[config.mk]
export PLATFORM = sky130hd
export DESIGN_NAME = pipe_hold_ctrl
export DESIGN_NICKNAME = d
export VERILOG_FILES = /design/src/rtl/tinyriscv_pkg.sv /design/src/rtl/pipe_halt_fsm.sv /design/src/rtl/pipe_hold_ctrl.sv
export SDC_FILE = /design/constraint.sdc
export NUM_CORES = 1
export LEC_CHECK = 0
export BUFFER_PORTS_ARGS = -buffer_cell sky130_fd_sc_hd__buf_2
export CORE_MARGIN = 10
export CORE_UTILIZATION = 35
export CTS_BUF_LIST = sky130_fd_sc_hd__clkbuf_4 sky130_fd_sc_hd__clkbuf_8
export DETAILED_ROUTE_END_ITERATION = 6
export PLACE_DENSITY = 0.9
export SLEW_MARGIN = 20
export SYNTH_ARGS = -nofsm -noshare
export SYNTH_HDL_FRONTEND = slang
export SYNTH_HIERARCHICAL = 1
export SYNTH_SLANG_ARGS = --single-unit
[constraint.sdc]
create_clock -name clk_i -period 1.96 [get_ports clk_i]
set_clock_uncertainty 0.1 [all_clocks]
set_input_delay 0.196 -clock clk_i [delete_from_list [all_inputs] [get_ports clk_i]]
set_output_delay 0.196 -clock clk_i [all_outputs]
set_load 0.01 [all_outputs]
[src/rtl/tinyriscv_pkg.sv]
// Shared tinyriscv definitions: bus widths, legacy hold-flag encodings and the
// debug-halt state enum used by the pipeline hold controller.
package tinyriscv_pkg;

  localparam int InstAddrBus   = 32;
  localparam int Hold_Flag_Bus = 2;

  localparam logic [Hold_Flag_Bus-1:0] Pipe_Flow  = 2'd0;
  localparam logic [Hold_Flag_Bus-1:0] Pipe_Pause = 2'd1;
  localparam logic [Hold_Flag_Bus-1:0] Pipe_Clear = 2'd2;

  localparam logic HoldEnable = 1'b1;
  localparam logic JumpEnable = 1'b1;

  typedef enum logic [1:0] {
    HALT_RUN    = 2'd0,
    HALT_DRAIN  = 2'd1,
    HALT_HALTED = 2'd2
  } halt_state_e;

endpackage

[src/rtl/pipe_halt_fsm.sv]
// Debug-halt sequencer: holds IF while the younger stages drain, then freezes
// the whole pipeline and acknowledges the halt one cycle after draining ends.
module pipe_halt_fsm
  import tinyriscv_pkg::*;
#(
  parameter int NumStages = 3
) (
  input  logic        clk,
  input  logic        rst_n,
  input  logic        halt_req,
  input  logic        flush,
  input  logic        src_hold,
  output logic        hold_first,
  output logic        hold_all,
  output logic        ack,
  output halt_state_e state
);

  localparam int CntW = (NumStages > 1) ? $clog2(NumStages) : 1;
  localparam logic [CntW-1:0] CntLoad = CntW'(NumStages - 1);

  halt_state_e     state_next;
  logic [CntW-1:0] cnt;
  logic [CntW-1:0] cnt_next;

  always_ff @(posedge clk or negedge rst_n) begin
    if (!rst_n) begin
      state <= HALT_RUN;
      cnt   <= '0;
      ack   <= 1'b0;
    end else begin
      state <= state_next;
      cnt   <= cnt_next;
      ack   <= (state_next == HALT_HALTED);
    end
  end

  always_comb begin
    state_next = state;
    cnt_next   = cnt;
    hold_first = 1'b0;
    hold_all   = 1'b0;
    case (state)
      HALT_RUN: begin
        // IF stops fetching in the very cycle the request appears.
        if (halt_req) begin
          hold_first = 1'b1;
          state_next = HALT_DRAIN;
          cnt_next   = CntLoad;
        end
      end
      HALT_DRAIN: begin
        hold_first = 1'b1;
        if (!halt_req) begin
          state_next = HALT_RUN;
          cnt_next   = '0;
        end else if (flush) begin
          cnt_next = CntLoad;
        end else if (!src_hold) begin
          // Final drain step lands on zero and enters HALTED together.
          if (cnt <= CntW'(1)) begin
            state_next = HALT_HALTED;
            cnt_next   = '0;
          end else begin
            cnt_next = cnt - CntW'(1);
          end
        end
      end
      HALT_HALTED: begin
        hold_all = 1'b1;
        if (!halt_req) state_next = HALT_RUN;
      end
      default: begin
        state_next = HALT_RUN;
        cnt_next   = '0;
      end
    endcase
  end

endmodule

[src/rtl/pipe_hold_ctrl.sv]
// Pipeline hold/flush controller: merges jump/flush, per-source holds and debug
// halt into per-stage hold/flush vectors. Define PIPE_CTRL_PERF_EN for counters.
module pipe_hold_ctrl
  import tinyriscv_pkg::*;
#(
  parameter int NumStages  = 3,
  parameter int NumHoldSrc = 4,
  parameter int StageIdxW  = $clog2(NumStages),
  parameter logic [NumHoldSrc*StageIdxW-1:0] HoldSrcStage = {2'd2, 2'd2, 2'd2, 2'd2}
) (
  input  logic                     clk_i,
  input  logic                     rst_ni,
  input  logic                     jump_flag_i,
  input  logic [InstAddrBus-1:0]   jump_addr_i,
  input  logic                     flush_req_i,
  input  logic [NumHoldSrc-1:0]    hold_req_i,
  input  logic                     halt_req_i,
  output logic                     halt_ack_o,
  output logic [NumStages-1:0]     stage_hold_o,
  output logic [NumStages-1:0]     stage_flush_o,
  output logic [Hold_Flag_Bus-1:0] hold_flag_o,
  output logic                     jump_flag_o,
  output logic [InstAddrBus-1:0]   jump_addr_o,
  output logic [31:0]              stall_cnt_o,
  output logic [31:0]              flush_cnt_o
);

  logic                 flush_any;
  logic                 src_any;
  logic [NumStages-1:0] src_hold;
  logic [NumStages-1:0] fsm_hold;
  logic                 fsm_hold_first;
  logic                 fsm_hold_all;
  halt_state_e          fsm_state;

  assign jump_flag_o = jump_flag_i;
  assign jump_addr_o = jump_addr_i;
  assign flush_any   = jump_flag_i | flush_req_i;
  assign src_any     = |hold_req_i;

  pipe_halt_fsm #(
    .NumStages(NumStages)
  ) u_halt_fsm (
    .clk       (clk_i),
    .rst_n     (rst_ni),
    .halt_req  (halt_req_i),
    .flush     (flush_any),
    .src_hold  (src_any),
    .hold_first(fsm_hold_first),
    .hold_all  (fsm_hold_all),
    .ack       (halt_ack_o),
    .state     (fsm_state)
  );

  assign fsm_hold = {NumStages{fsm_hold_all}} | NumStages'(fsm_hold_first);

  // A source stalling stage d must also stall every older stage below it.
  always_comb begin
    src_hold = '0;
    for (int s = 0; s < NumStages; s++) begin
      for (int k = 0; k < NumHoldSrc; k++) begin
        if (hold_req_i[k] && (int'(HoldSrcStage[k*StageIdxW +: StageIdxW]) >= s))
          src_hold[s] = 1'b1;
      end
    end
  end

  always_comb begin
    stage_hold_o  = '0;
    stage_flush_o = '0;
    if (flush_any) begin
      stage_flush_o = '1;
    end else begin
      stage_hold_o = src_hold | fsm_hold;
      for (int s = 0; s < NumStages - 1; s++)
        stage_flush_o[s+1] = stage_hold_o[s] & ~stage_hold_o[s+1];
    end
  end

  always_comb begin
    hold_flag_o = Pipe_Flow;
    if (flush_any || (fsm_state == HALT_HALTED)) hold_flag_o = Pipe_Clear;
    else if (|stage_hold_o)                     hold_flag_o = Pipe_Pause;
  end

`ifdef PIPE_CTRL_PERF_EN
  logic [31:0] stall_cnt_q;
  logic [31:0] flush_cnt_q;

  always_ff @(posedge clk_i or negedge rst_ni) begin
    if (!rst_ni) begin
      stall_cnt_q <= '0;
      flush_cnt_q <= '0;
    end else begin
      if (stage_hold_o[0]) stall_cnt_q <= stall_cnt_q + 32'd1;
      if (flush_any)       flush_cnt_q <= flush_cnt_q + 32'd1;
    end
  end

  assign stall_cnt_o = stall_cnt_q;
  assign flush_cnt_o = flush_cnt_q;
`else
  assign stall_cnt_o = 32'd0;
  assign flush_cnt_o = 32'd0;
`endif

endmodule

==> flow_results.org <==
** Synth
- Synth Instances :: 136
- Summed instance area of the synthesized netlist :: 1080 sq um
- Sorting the synthesized cells by area gives the leading types as sky130_fd_sc_hd__buf_4 (69%), sky130_fd_sc_hd__dfrtp_1 (12%), sky130_fd_sc_hd__o21a_1 (2.1%).
- The synthesized design contains 0 enable-type register cells.
- The average instance in the mapped netlist occupies 7.98 sq um.
- Area share of the leading cell type in the synthesized netlist :: 69.2%
- Sequential-to-total area share from yosys stat :: 11.5%
- Synth Warn # :: 6
- Synth Register Bits :: 5
- Library cell with the highest instance count after synthesis :: sky130_fd_sc_hd__buf_4
- Commonest cells post-synth :: sky130_fd_sc_hd__buf_4 (100), sky130_fd_sc_hd__dfrtp_1 (5), sky130_fd_sc_hd__nor2_1 (5)
- In the synthesized netlist the async set-or-reset flop fraction comes to 100%.
- Leading register cell type out of synthesis :: sky130_fd_sc_hd__dfrtp_1
- Summed over all instances, the cell type with the most area after synthesis is sky130_fd_sc_hd__buf_4.
- Synth unique cells :: 21

** Floorplanning
- Initial standard-cell utilization of the core :: 36.1%
- The floorplan has 20 rows.
- The die covers 5730 sq um.
- In this run the horizontal extent of the chip is 75.7 microns.
- In this run the count of I/O pins placed on the die edge is 147.
- DIE HEIGHT :: 75.7 microns
- Area of the core :: 3000 sq um

** Clocking
- Clock Sinks :: 5
- TritonCTS clock tree :: built
- CTS max path bufs :: 2
- TritonCTS created 3 clock buffers.
- Latest clock arrival within the worst-skew pair :: 0.24 ns
- Clk slew on worst S/H paths :: 0.04 ns
- In this run the number of H-tree levels came out at 1.
- The tree is rooted in a sky130_fd_sc_hd__clkbuf_4.
- Cells resized by post-CTS repair :: 0

** Cells and area
- From synthesis to final layout, the design area changed by -31.3%.
- Number of nets in the finished design :: 164
- Fraction of layout instances using a drive strength above 1 :: 21.3%
- Counting the fill cells in the layout gives 337.
- Footprint of the multi-input gates :: 430 sq um
- The repair_antennas step left the layout with diodes totalling 0.
- Registers take 125 sq um.
- Post-route standard cell area excluding fillers :: 746 sq um

** Setup path
- The critical path in this run is classified as reg -> out.
- The cell family contributing the most delay on the critical path is flip-flops.
- Traced cell by cell, the critical path runs through nor2b_1, nor2_1, a221oi_2, buf_2.
- Crit. End Element :: output port
- Critical Path Fanout Max :: 6
- On the worst path, the slowest cell contributes a delay of 0.42 ns.
- Cell type of the slowest stage on the worst timing path :: sky130_fd_sc_hd__dfrtp_1
- Flop-to-flop setup slack :: 0.63 ns
- At the worst endpoint, the arrival time is 1.44 ns.
- Data required, critical path :: 1.66 ns
- Counting both buffers and inverters, the worst setup path holds a total of 1.
- Startpoint type of the worst setup path :: flop

** Placement
- At the placement stage, the worst setup path has a slack of 0.284 ns.
- Placed cell area :: 706 sq um
- In this run the tool buffered the top-level ports with 18 buffer cells.
- The congestion estimate from routability-driven global placement came to 0.642.
- Detailed placement ended at an HPWL of 1.90 mm.

** Route
- Number of DRC markers in iteration 0 :: 31
- Count of vias placed by the detailed router :: 534
- Avg Vias per Cell :: 3.45
- Dividing the detail-routed wire length by the instance count gives 13.1 microns.
- Met2 WL post-DR :: 998 microns
- Antenna Nets Post-Route :: 0
- Summed over all nets, wire length on met3 after detailed routing comes to 403 microns.
- The pre-antenna-repair detailed-routing pass consisted of 4 iterations.
- Uppermost layer routed :: met4
- M1 WL :: 512 microns
- For this run, design rule violations remaining after detail routing come to 0.
- Final wirelength :: 2.02 mm

** Job
- Maxcap violations :: 0

** Timing
- Setup repair after global routing missed its margin :: false
- Relative slew margins :: 65.4%
- Derived from the worst setup path, the maximum achievable clock frequency is 0.574 GHz.
- The worst path needs 1.74 ns of the cycle, external delays included.
- Setup violations, final :: 0
- The final number of max-transition violations was 0.
- Post-route clock period utilization :: 88.8%
- In the final timing run, aggregate negative setup slack is 0 ns.
- Least-Margin Pin Slew :: 0.519 ns
- The number of hold violations in the final report came to 0.
- Final setup slack of the worst path :: 0.219 ns

** Power
- Worst voltage drop across the vdd grid :: 132 uV
- Pleak :: 0.440 nW
- PwrDens :: 475 nW/um^2
- Overall power consumption after layout is estimated at 0.355 mW.

** GRT
- Total grt overflow :: 0
- Global routing consumed, over all layers together, 5.71% of the routing resources.
- Via count of the first global-routing pass :: 519
- Global-route wire length before repair :: 2.47 mm
- Initial antenna violation count :: 0
- Maximum number of pins on one net before global-route repair :: 11

** Hold path
- The path class of the tightest hold or removal check is in -> reg.

** Run status
- Run status :: complete, no violations
-- final cells by class --
cell class                 count  share of cell area [%]
timing repair buffer          20                    14.4
tap                           33                    5.54
clock buffer                   4                    4.03
sequential                     5                    16.8
inverter                       3                    1.51
multi-input combinational     90                    57.7
-- placed cells by master (no fill, tap or decap), types with 2 or more instances in the layout --
master | Yosys | layout
sky130_fd_sc_hd__dfrtp_1 | 5 | 5
sky130_fd_sc_hd__a21oi_1 | 3 | 3
sky130_fd_sc_hd__buf_2 | 0 | 18
sky130_fd_sc_hd__nor2b_1 | 2 | 2
sky130_fd_sc_hd__o21a_1 | 3 | 3
sky130_fd_sc_hd__clkbuf_4 | 0 | 4
sky130_fd_sc_hd__conb_1 | 1 | 64
sky130_fd_sc_hd__o22ai_1 | 2 | 2
sky130_fd_sc_hd__nor2_1 | 5 | 5
sky130_fd_sc_hd__inv_1 | 3 | 3
-- kinds of logic after synthesis --
group | after synthesis | synth area share, %
other | 1 | 0.346
AND/OR/NAND/NOR | 15 | 10.0
flip-flops | 5 | 11.5
AO/OA/AOI/OAI | 11 | 7.50
buffers and inverters | 104 | 70.6
-- metal layers --
metal,vias to the layer above,global-route usage (%)
met5,-,0
met4,0,4.95
met3,18,3.91
met2,56,9.63
met1,228,4.34
li1,232,-
-- registers in the layout, summed over array words and instances, names as in the netlist --
signal and cells:
u_halt_fsm/state 2, u_halt_fsm/cnt 2, u_halt_fsm/ack 1
-- path summary, 6_finish.rpt --
| check | end | cells past startpoint | start |
|---|---|---|---|
| worst max-delay path | hold_flag_o[0] | 4 | u_halt_fsm/state[1]$_DFF_PN0_ |
| worst min-delay path | u_halt_fsm/state[1]$_DFF_PN0_ | 2 | halt_req_i |
| worst max register to register | u_halt_fsm/ack$_DFF_PN0_ | 3 | u_halt_fsm/cnt[1]$_DFFE_PN0P_ |
| worst min register to register | u_halt_fsm/cnt[0]$_DFFE_PN0P_ | 1 | u_halt_fsm/state[0]$_DFF_PN0_ |
| max in group asynchronous | u_halt_fsm/state[0]$_DFF_PN0_ | 2 | rst_ni |
| min in group asynchronous | u_halt_fsm/state[1]$_DFF_PN0_ | 2 | rst_ni |
-- what timing repair did --
item	in CTS	in global routing
hold buffers	1	0
buffers inserted	0	0
endpoints found under the hold margin	5	0
-- report_power, final --
group          internal (mW)  switching, mW
clock network         0.0906         0.0399
logic                 0.0245         0.0896
registers              0.107        0.00334
-- per-stage QoR --
stage          instances  hold slack, ns  util, %
3_5_place_dp         150         -0.0848     23.5
4_1_cts              155           0.124     24.8
5_1_grt              155           0.140     24.8
2_1_floorplan        199          -0.200        -
6_report             155           0.130     24.8
3_3_place_gp         150         -0.0886     23.5
Note: power is estimated with default switching activity, not from simulation.
